<file path="config.mk">
export PLATFORM = sky130hd
export DESIGN_NAME = gpio_poller_flat
export DESIGN_NICKNAME = d
export VERILOG_FILES = /design/src/rtl/gpio_poller_if.sv /design/src/rtl/gpio_poller.sv /design/src/flat_wrapper.sv
export SDC_FILE = /design/constraint.sdc
export NUM_CORES = 1
export LEC_CHECK = 0
export BUFFER_PORTS_ARGS = -buffer_cell sky130_fd_sc_hd__buf_4
export CORE_MARGIN = 2
export CORE_UTILIZATION = 35
export CTS_BUF_LIST = sky130_fd_sc_hd__clkbuf_4 sky130_fd_sc_hd__clkbuf_8
export CTS_CLUSTER_SIZE = 24
export DETAILED_ROUTE_END_ITERATION = 8
export PLACE_DENSITY = 0.62
export SLEW_MARGIN = 15
export SYNTH_ARGS = -nofsm -noshare
export SYNTH_HDL_FRONTEND = slang
export SYNTH_SLANG_ARGS = --single-unit
</file>
<file path="constraint.sdc">
create_clock -name clk -period 6 [get_ports clk]
set_input_delay 1.2 -clock clk [delete_from_list [all_inputs] [get_ports clk]]
set_output_delay 1.2 -clock clk [all_outputs]
set_load 0.1 [all_outputs]
</file>
<file path="src/rtl/gpio_poller_if.sv">
// gpio_poller_if
//   Single-cycle memory-mapped data bus shared with the CPU toward data RAM
//   and the GPIO register map.
//   bus_addr : word address            (initiator -> target)
//   bus_we   : one-cycle write strobe  (initiator -> target)
//   bus_wd   : write data              (initiator -> target)
//   bus_rd   : read data, combinational from bus_addr (target -> initiator)
interface gpio_poller_if #(
    parameter int WIDTH = 32
);
    logic [WIDTH-1:0] bus_addr;
    logic             bus_we;
    logic [WIDTH-1:0] bus_wd;
    logic [WIDTH-1:0] bus_rd;

    modport master (
        output bus_addr,
        output bus_we,
        output bus_wd,
        input  bus_rd
    );

    modport slave (
        input  bus_addr,
        input  bus_we,
        input  bus_wd,
        output bus_rd
    );
endinterface

</file>
<file path="src/rtl/gpio_poller.sv">
// gpio_poller
//   Autonomous bus initiator. On start it writes DDR (0x80) and PORT (0x81),
//   then polls PIN (0x82) every POLL_DIV+1 cycles. Every change of the pin
//   value is appended to a ring buffer in data RAM at RAM_BASE.
// Ports:
//   clk, rst         : clock, asynchronous active-high reset
//   start, stop      : session control (start honoured in IDLE, stop is a level)
//   cfg_ddr/cfg_port : values written to DDR/PORT at session start
//   bus              : memory-mapped bus (master side)
//   busy             : high whenever not IDLE
//   last_pin         : most recent PIN sample
//   wptr             : next ring slot to write
//   event_cnt        : logged events since last start, saturating
//   overflow         : sticky, ring wrapped since last start
module gpio_poller #(
    parameter int WIDTH     = 32,
    parameter int RAM_BASE  = 'h40,
    parameter int RAM_WORDS = 16,
    parameter int POLL_DIV  = 4,
    localparam int AW       = $clog2(RAM_WORDS)
) (
    input  logic             clk,
    input  logic             rst,
    input  logic             start,
    input  logic             stop,
    input  logic [WIDTH-1:0] cfg_ddr,
    input  logic [WIDTH-1:0] cfg_port,
    gpio_poller_if.master    bus,
    output logic             busy,
    output logic [WIDTH-1:0] last_pin,
    output logic [AW-1:0]    wptr,
    output logic [WIDTH-1:0] event_cnt,
    output logic             overflow
);
    localparam int DIV_W = (POLL_DIV > 1) ? $clog2(POLL_DIV) : 1;
    localparam logic [DIV_W-1:0] DIV_LOAD = DIV_W'(POLL_DIV - 1);
    localparam logic [AW-1:0]    WPTR_LAST = AW'(RAM_WORDS - 1);

    localparam logic [WIDTH-1:0] ADDR_DDR  = WIDTH'('h80);
    localparam logic [WIDTH-1:0] ADDR_PORT = WIDTH'('h81);
    localparam logic [WIDTH-1:0] ADDR_PIN  = WIDTH'('h82);

    typedef enum logic [2:0] {
        IDLE,
        CFG_DDR,
        CFG_PORT,
        WAIT,
        READ,
        LOG
    } state_t;

    state_t           state_reg,     state_next;
    logic [DIV_W-1:0] div_reg,       div_next;
    logic [AW-1:0]    wptr_reg,      wptr_next;
    logic [WIDTH-1:0] cnt_reg,       cnt_next;
    logic             ovf_reg,       ovf_next;
    logic [WIDTH-1:0] pin_reg,       pin_next;
    logic             base_reg,      base_next;
    logic             stop_pend_reg, stop_pend_next;

    always_ff @(posedge clk or posedge rst) begin
        if (rst) begin
            state_reg     <= IDLE;
            div_reg       <= '0;
            wptr_reg      <= '0;
            cnt_reg       <= '0;
            ovf_reg       <= 1'b0;
            pin_reg       <= '0;
            base_reg      <= 1'b0;
            stop_pend_reg <= 1'b0;
        end else begin
            state_reg     <= state_next;
            div_reg       <= div_next;
            wptr_reg      <= wptr_next;
            cnt_reg       <= cnt_next;
            ovf_reg       <= ovf_next;
            pin_reg       <= pin_next;
            base_reg      <= base_next;
            stop_pend_reg <= stop_pend_next;
        end
    end

    always_comb begin
        state_next     = state_reg;
        div_next       = div_reg;
        wptr_next      = wptr_reg;
        cnt_next       = cnt_reg;
        ovf_next       = ovf_reg;
        pin_next       = pin_reg;
        base_next      = base_reg;
        stop_pend_next = stop_pend_reg;

        case (state_reg)
            IDLE: begin
                stop_pend_next = 1'b0;
                // stop has priority over start so software can hold the block off
                if (start && !stop) begin
                    wptr_next  = '0;
                    cnt_next   = '0;
                    ovf_next   = 1'b0;
                    base_next  = 1'b0;
                    state_next = CFG_DDR;
                end
            end
            CFG_DDR: begin
                if (stop) stop_pend_next = 1'b1;
                state_next = CFG_PORT;
            end
            CFG_PORT: begin
                if (stop) stop_pend_next = 1'b1;
                div_next   = DIV_LOAD;
                state_next = WAIT;
            end
            WAIT: begin
                // WAIT is the only exit point, so a started bus cycle or LOG
                // is never cut short by stop
                if (stop || stop_pend_reg) begin
                    stop_pend_next = 1'b0;
                    state_next     = IDLE;
                end else if (div_reg == '0) begin
                    state_next = READ;
                end else begin
                    div_next = div_reg - DIV_W'(1);
                end
            end
            READ: begin
                if (stop) stop_pend_next = 1'b1;
                if (!base_reg) begin
                    // first sample of a session only establishes the baseline
                    pin_next   = bus.bus_rd;
                    base_next  = 1'b1;
                    div_next   = DIV_LOAD;
                    state_next = WAIT;
                end else if (bus.bus_rd != pin_reg) begin
                    pin_next   = bus.bus_rd;
                    state_next = LOG;
                end else begin
                    div_next   = DIV_LOAD;
                    state_next = WAIT;
                end
            end
            LOG: begin
                if (stop) stop_pend_next = 1'b1;
                // RAM_WORDS is a power of two, so the natural wrap is modulo depth
                wptr_next = wptr_reg + AW'(1);
                if (cnt_reg != '1) cnt_next = cnt_reg + WIDTH'(1);
                if (wptr_reg == WPTR_LAST) ovf_next = 1'b1;
                div_next   = DIV_LOAD;
                state_next = WAIT;
            end
            default: begin
                state_next = IDLE;
            end
        endcase
    end

    // Bus outputs decode the registered state only, so they are stable for
    // the whole cycle and go idle as soon as reset forces IDLE.
    always_comb begin
        bus.bus_addr = '0;
        bus.bus_we   = 1'b0;
        bus.bus_wd   = '0;
        case (state_reg)
            CFG_DDR: begin
                bus.bus_addr = ADDR_DDR;
                bus.bus_we   = 1'b1;
                bus.bus_wd   = cfg_ddr;
            end
            CFG_PORT: begin
                bus.bus_addr = ADDR_PORT;
                bus.bus_we   = 1'b1;
                bus.bus_wd   = cfg_port;
            end
            READ: begin
                bus.bus_addr = ADDR_PIN;
            end
            LOG: begin
                bus.bus_addr = WIDTH'(RAM_BASE) + WIDTH'(wptr_reg);
                bus.bus_we   = 1'b1;
                bus.bus_wd   = pin_reg;
            end
            default: begin
                bus.bus_addr = '0;
            end
        endcase
    end

    assign busy      = (state_reg != IDLE);
    assign last_pin  = pin_reg;
    assign wptr      = wptr_reg;
    assign event_cnt = cnt_reg;
    assign overflow  = ovf_reg;
endmodule
</file>
<file path="src/flat_wrapper.sv">
// flat-port wrapper written by rule: the top's interface ports become plain ports
module gpio_poller_flat 
#(
    parameter int WIDTH     = 32,
    parameter int RAM_BASE  = 'h40,
    parameter int RAM_WORDS = 16,
    parameter int POLL_DIV  = 4,
    localparam int AW       = $clog2(RAM_WORDS)
)
  (clk, rst, start, stop, cfg_ddr, cfg_port, busy, last_pin, wptr, event_cnt, overflow, bus_bus_addr, bus_bus_we, bus_bus_wd, bus_bus_rd);
  gpio_poller_if #(.WIDTH(WIDTH)) bus_i ();
  input  logic clk;
  input  logic rst;
  input  logic start;
  input  logic stop;
  input  logic [WIDTH-1:0] cfg_ddr;
  input  logic [WIDTH-1:0] cfg_port;
  output logic busy;
  output logic [WIDTH-1:0] last_pin;
  output logic [AW-1:0] wptr;
  output logic [WIDTH-1:0] event_cnt;
  output logic overflow;
  output wire logic [$bits(bus_i.bus_addr)-1:0] bus_bus_addr;
  output wire logic [$bits(bus_i.bus_we)-1:0] bus_bus_we;
  output wire logic [$bits(bus_i.bus_wd)-1:0] bus_bus_wd;
  input wire logic [$bits(bus_i.bus_rd)-1:0] bus_bus_rd;
  assign bus_bus_addr = bus_i.bus_addr;
  assign bus_bus_we = bus_i.bus_we;
  assign bus_bus_wd = bus_i.bus_wd;
  assign bus_i.bus_rd = bus_bus_rd;
  gpio_poller #(.WIDTH(WIDTH), .RAM_BASE(RAM_BASE), .RAM_WORDS(RAM_WORDS), .POLL_DIV(POLL_DIV)) u_core (.clk(clk), .rst(rst), .start(start), .stop(stop), .cfg_ddr(cfg_ddr), .cfg_port(cfg_port), .bus(bus_i), .busy(busy), .last_pin(last_pin), .wptr(wptr), .event_cnt(event_cnt), .overflow(overflow));
endmodule
</file>
==> impl_results.md <==
* Post-route setup TNS at 0 ns
* 1st-iter DRT viols at 235
* Initial antenna violation count at 0
* Ranking of synthesized cells by area: dfrtp_1 (39%), mux2_2 (7.7%), mux2i_1 (7.4%)
* Cts repair resizes at 0
* Crit-path most repeated cell: buf_4
* Routability cong. at 0.793
* Kind of critical path: reg -> out
* Synth area leader: dfrtp_1
* Largest family of logic cells by synthesized area: simple AND/OR/NAND/NOR gates
* Postcts setup bufs at 0
* Post-Synth Simple-Gate Area at 18.8%
* CTS tree: yes
* Initial core utilization at 35.4%
* XOR/XNOR Fraction of Synth Area at 6.31%
* Share of cells above drive strength 1 at 37.2%
* Critical Path Sink Type: primary output
* Critical-path cell list: buf_4 > nor2b_1 > nor2b_2 > buf_4 > nand2_1 > o21ai_0 > buf_4
* First-pass GRT wire length at 22.6 mm
* Maxcap violations at 0
* CTS Buf Count at 9
* Post-synthesis mux area share at 15.1%
* Top cells by count, synth: dfrtp_1 (76), nand2_1 (58), o21ai_0 (52)
* Max clock buf depth at 2
* Mean Syn Cell Area at 9.25 sq um
* Worst EP arrival at 2.73 ns
* Power density over cell area at 464 nW/um^2
* Port Buffers at 208
* Worst-skew pair later-pin latency at 0.36 ns
* Asr flop ratio synth at 100%
* CORE AREA at 13700 sq um
* Final nets at 821
* Final Hold Viols at 0
* # DRC at 0
* Largest net degree at the start of global routing at 77
* Die Area at 14800 sq um
* Fill count at 1316
* CP max-delay cell: dfrtp_2
* Mapped Area at 4850 sq um
* Post-Synth Adder-Cell Area at 0.773%
* Most common cell in the synthesized netlist: dfrtp_1
* Hold_buf cts at 0
* Post-Route WL at 14.3 mm
* Achievable frequency at 255 MHz
* Synth top area share at 39.2%
* Period utilization at 65.4%
* Worst Setup Start Kind: flip-flop
* Final HPWL DP at 11.0 mm
* EDFF count, synth at 0
* CTS Root Cell: clkbuf_8
* RSZ-0062 raised after global routing: false
* First-pass DRT Iterations at 4
* Crit-path max FO at 32
* Clock sinks at 76
* Routed WL per cell at 15.8 microns
* Mapped Cells at 525
* Pins over their slew limit at 0
* Final worst path period need at 3.93 ns
* Main synth FF type: dfrtp_1
* Yosys reg bits at 76
* Relative slew margins at 24.8%
* Post-DRT Antenna Nets at 0
* Synth cell types at 47
* Vias per Instance at 5.09
* Post-synthesis compound-gate area fraction at 12.3%
* N_diodes at 0
* Sequential fraction of the synthesis area at 39.2%
* Final setup vio count at 0
* Status: finished, final reports clean
* Worst hold margin at 0.496 ns
* Routed vias at 4593
* FP Rows at 43
* Global Route Usage Sum at 19.6%
* H-tree Lvls at 3
* Grt ovf at 0
* Die X-Extent at 122 microns
* Worst Clk Skew at 0.0132 ns
* P&R area growth vs syn at 38.1%
* CP delay by family, top: buffers and inverters
* Crit path buf inv count at 3
* LEAKAGE at 2.99 nW
* Worst-Margin Slew at 1.13 ns
* Synth warn at 0
* Clock-pin slew on the worst setup and hold paths at 0.08 ns
* Number of global-route vias before repair at 4384
* Total power at 3.11 mW
* I/O pins at 235
* HP Class: reg -> reg
* Largest stage delay on the critical path at 0.58 ns
* Data required, critical path at 4.80 ns
* Die Height at 122 microns
* Maximum VDD drop at 0.485 mV
-- worst register-to-register path, cell delays in order (launching register included) --
cell	delay, ns
dfrtp_1	0.59
or4b_4	0.64
a21oi_1	0.70
nand3_1	0.43
or4_1	0.52
a21oi_1	0.16
-- report_power, final --
group          internal (mW)  switching [mW]
Clock                  0.284           0.191
Combinational          0.395            1.57
Sequential             0.572          0.0966
Total                   1.25            1.86
-- logic make-up (layout without fill, tap and decap cells) --
group	after synthesis	count (layout)
mux	69	69
fa+ha+maj	3	3
buf+inv	66	239
compound gates	102	102
flops	76	76
simple gates	173	173
xor+xnor	35	35
other cells	1	26
-- worst paths after layout --
path	to	start	depth (start not counted)	slack, ns
min	u_core.div_reg[0]$_DFFE_PP0P_	u_core.div_reg[0]$_DFFE_PP0P_	1	0.50
max reg2reg	u_core.event_cnt[23]$_DFFE_PP0P_	u_core.state_reg[0]$_DFFE_PP0P_	5	2.87
min in group asynchronous	u_core.last_pin[14]$_DFFE_PP0P_	rst	3	1.14
max in group asynchronous	u_core.state_reg[2]$_DFFE_PP0P_	rst	3	4.18
max	bus_bus_wd[4]	u_core.state_reg[2]$_DFFE_PP0P_	7	2.07
min reg2reg	u_core.div_reg[0]$_DFFE_PP0P_	u_core.div_reg[0]$_DFFE_PP0P_	1	0.50
-- layout make-up --
type | instances | area (sq um) | area share [%]
multi-input cells | 408 | 2710 | 40.3
clock buffers | 11 | 139 | 2.07
repair buffers | 212 | 1590 | 23.7
flip-flops and latches | 76 | 1900 | 28.4
inverters | 11 | 42.5 | 0.634
clock inverters | 5 | 100 | 1.49
well taps | 180 | 225 | 3.36
-- stage by stage --
| stage | utilization [%] | std cells | area [sq um] | worst slack (ns) |
|---|---|---|---|---|
| after floorplan | - | 550 | 4950 | 1.18 |
| after global placement | 47.1 | 887 | 6470 | 2.39 |
| after detailed placement | 47.1 | 887 | 6470 | 2.34 |
| after CTS | 48.9 | 903 | 6710 | 2.03 |
| after global routing | 48.9 | 903 | 6710 | 1.88 |
| final | 48.9 | 903 | 6710 | 2.07 |
-- per-layer routing --
metal  vias to the layer above  track usage, %  routed length, microns
met5                         -               0                       0
met1                      2157            23.7                    5840
li1                       2225               -                       -
met4                         0            8.76                     284
met3                        17            5.38                    1180
met2                       194            32.5                    7010
-- cell usage in the layout, fill, tap and decap left out, types with 4 or more instances in the layout --
cell type,n
and3_1,5
clkbuf_8,9
and2_1,7
buf_4,212
nand2b_1,6
conb_1,26
nor2_1,12
mux2_2,33
nor4_1,5
o21ai_0,52
or4_1,8
inv_1,10
mux2i_1,36
nand3_1,16
xnor2_1,34
nand2_1,58
nor3_1,4
a21oi_1,27
dfrtp_1,75
nand4_1,21
or3_1,17
o31ai_1,9
No activity file was read; power rests on OpenSTA's default activity.
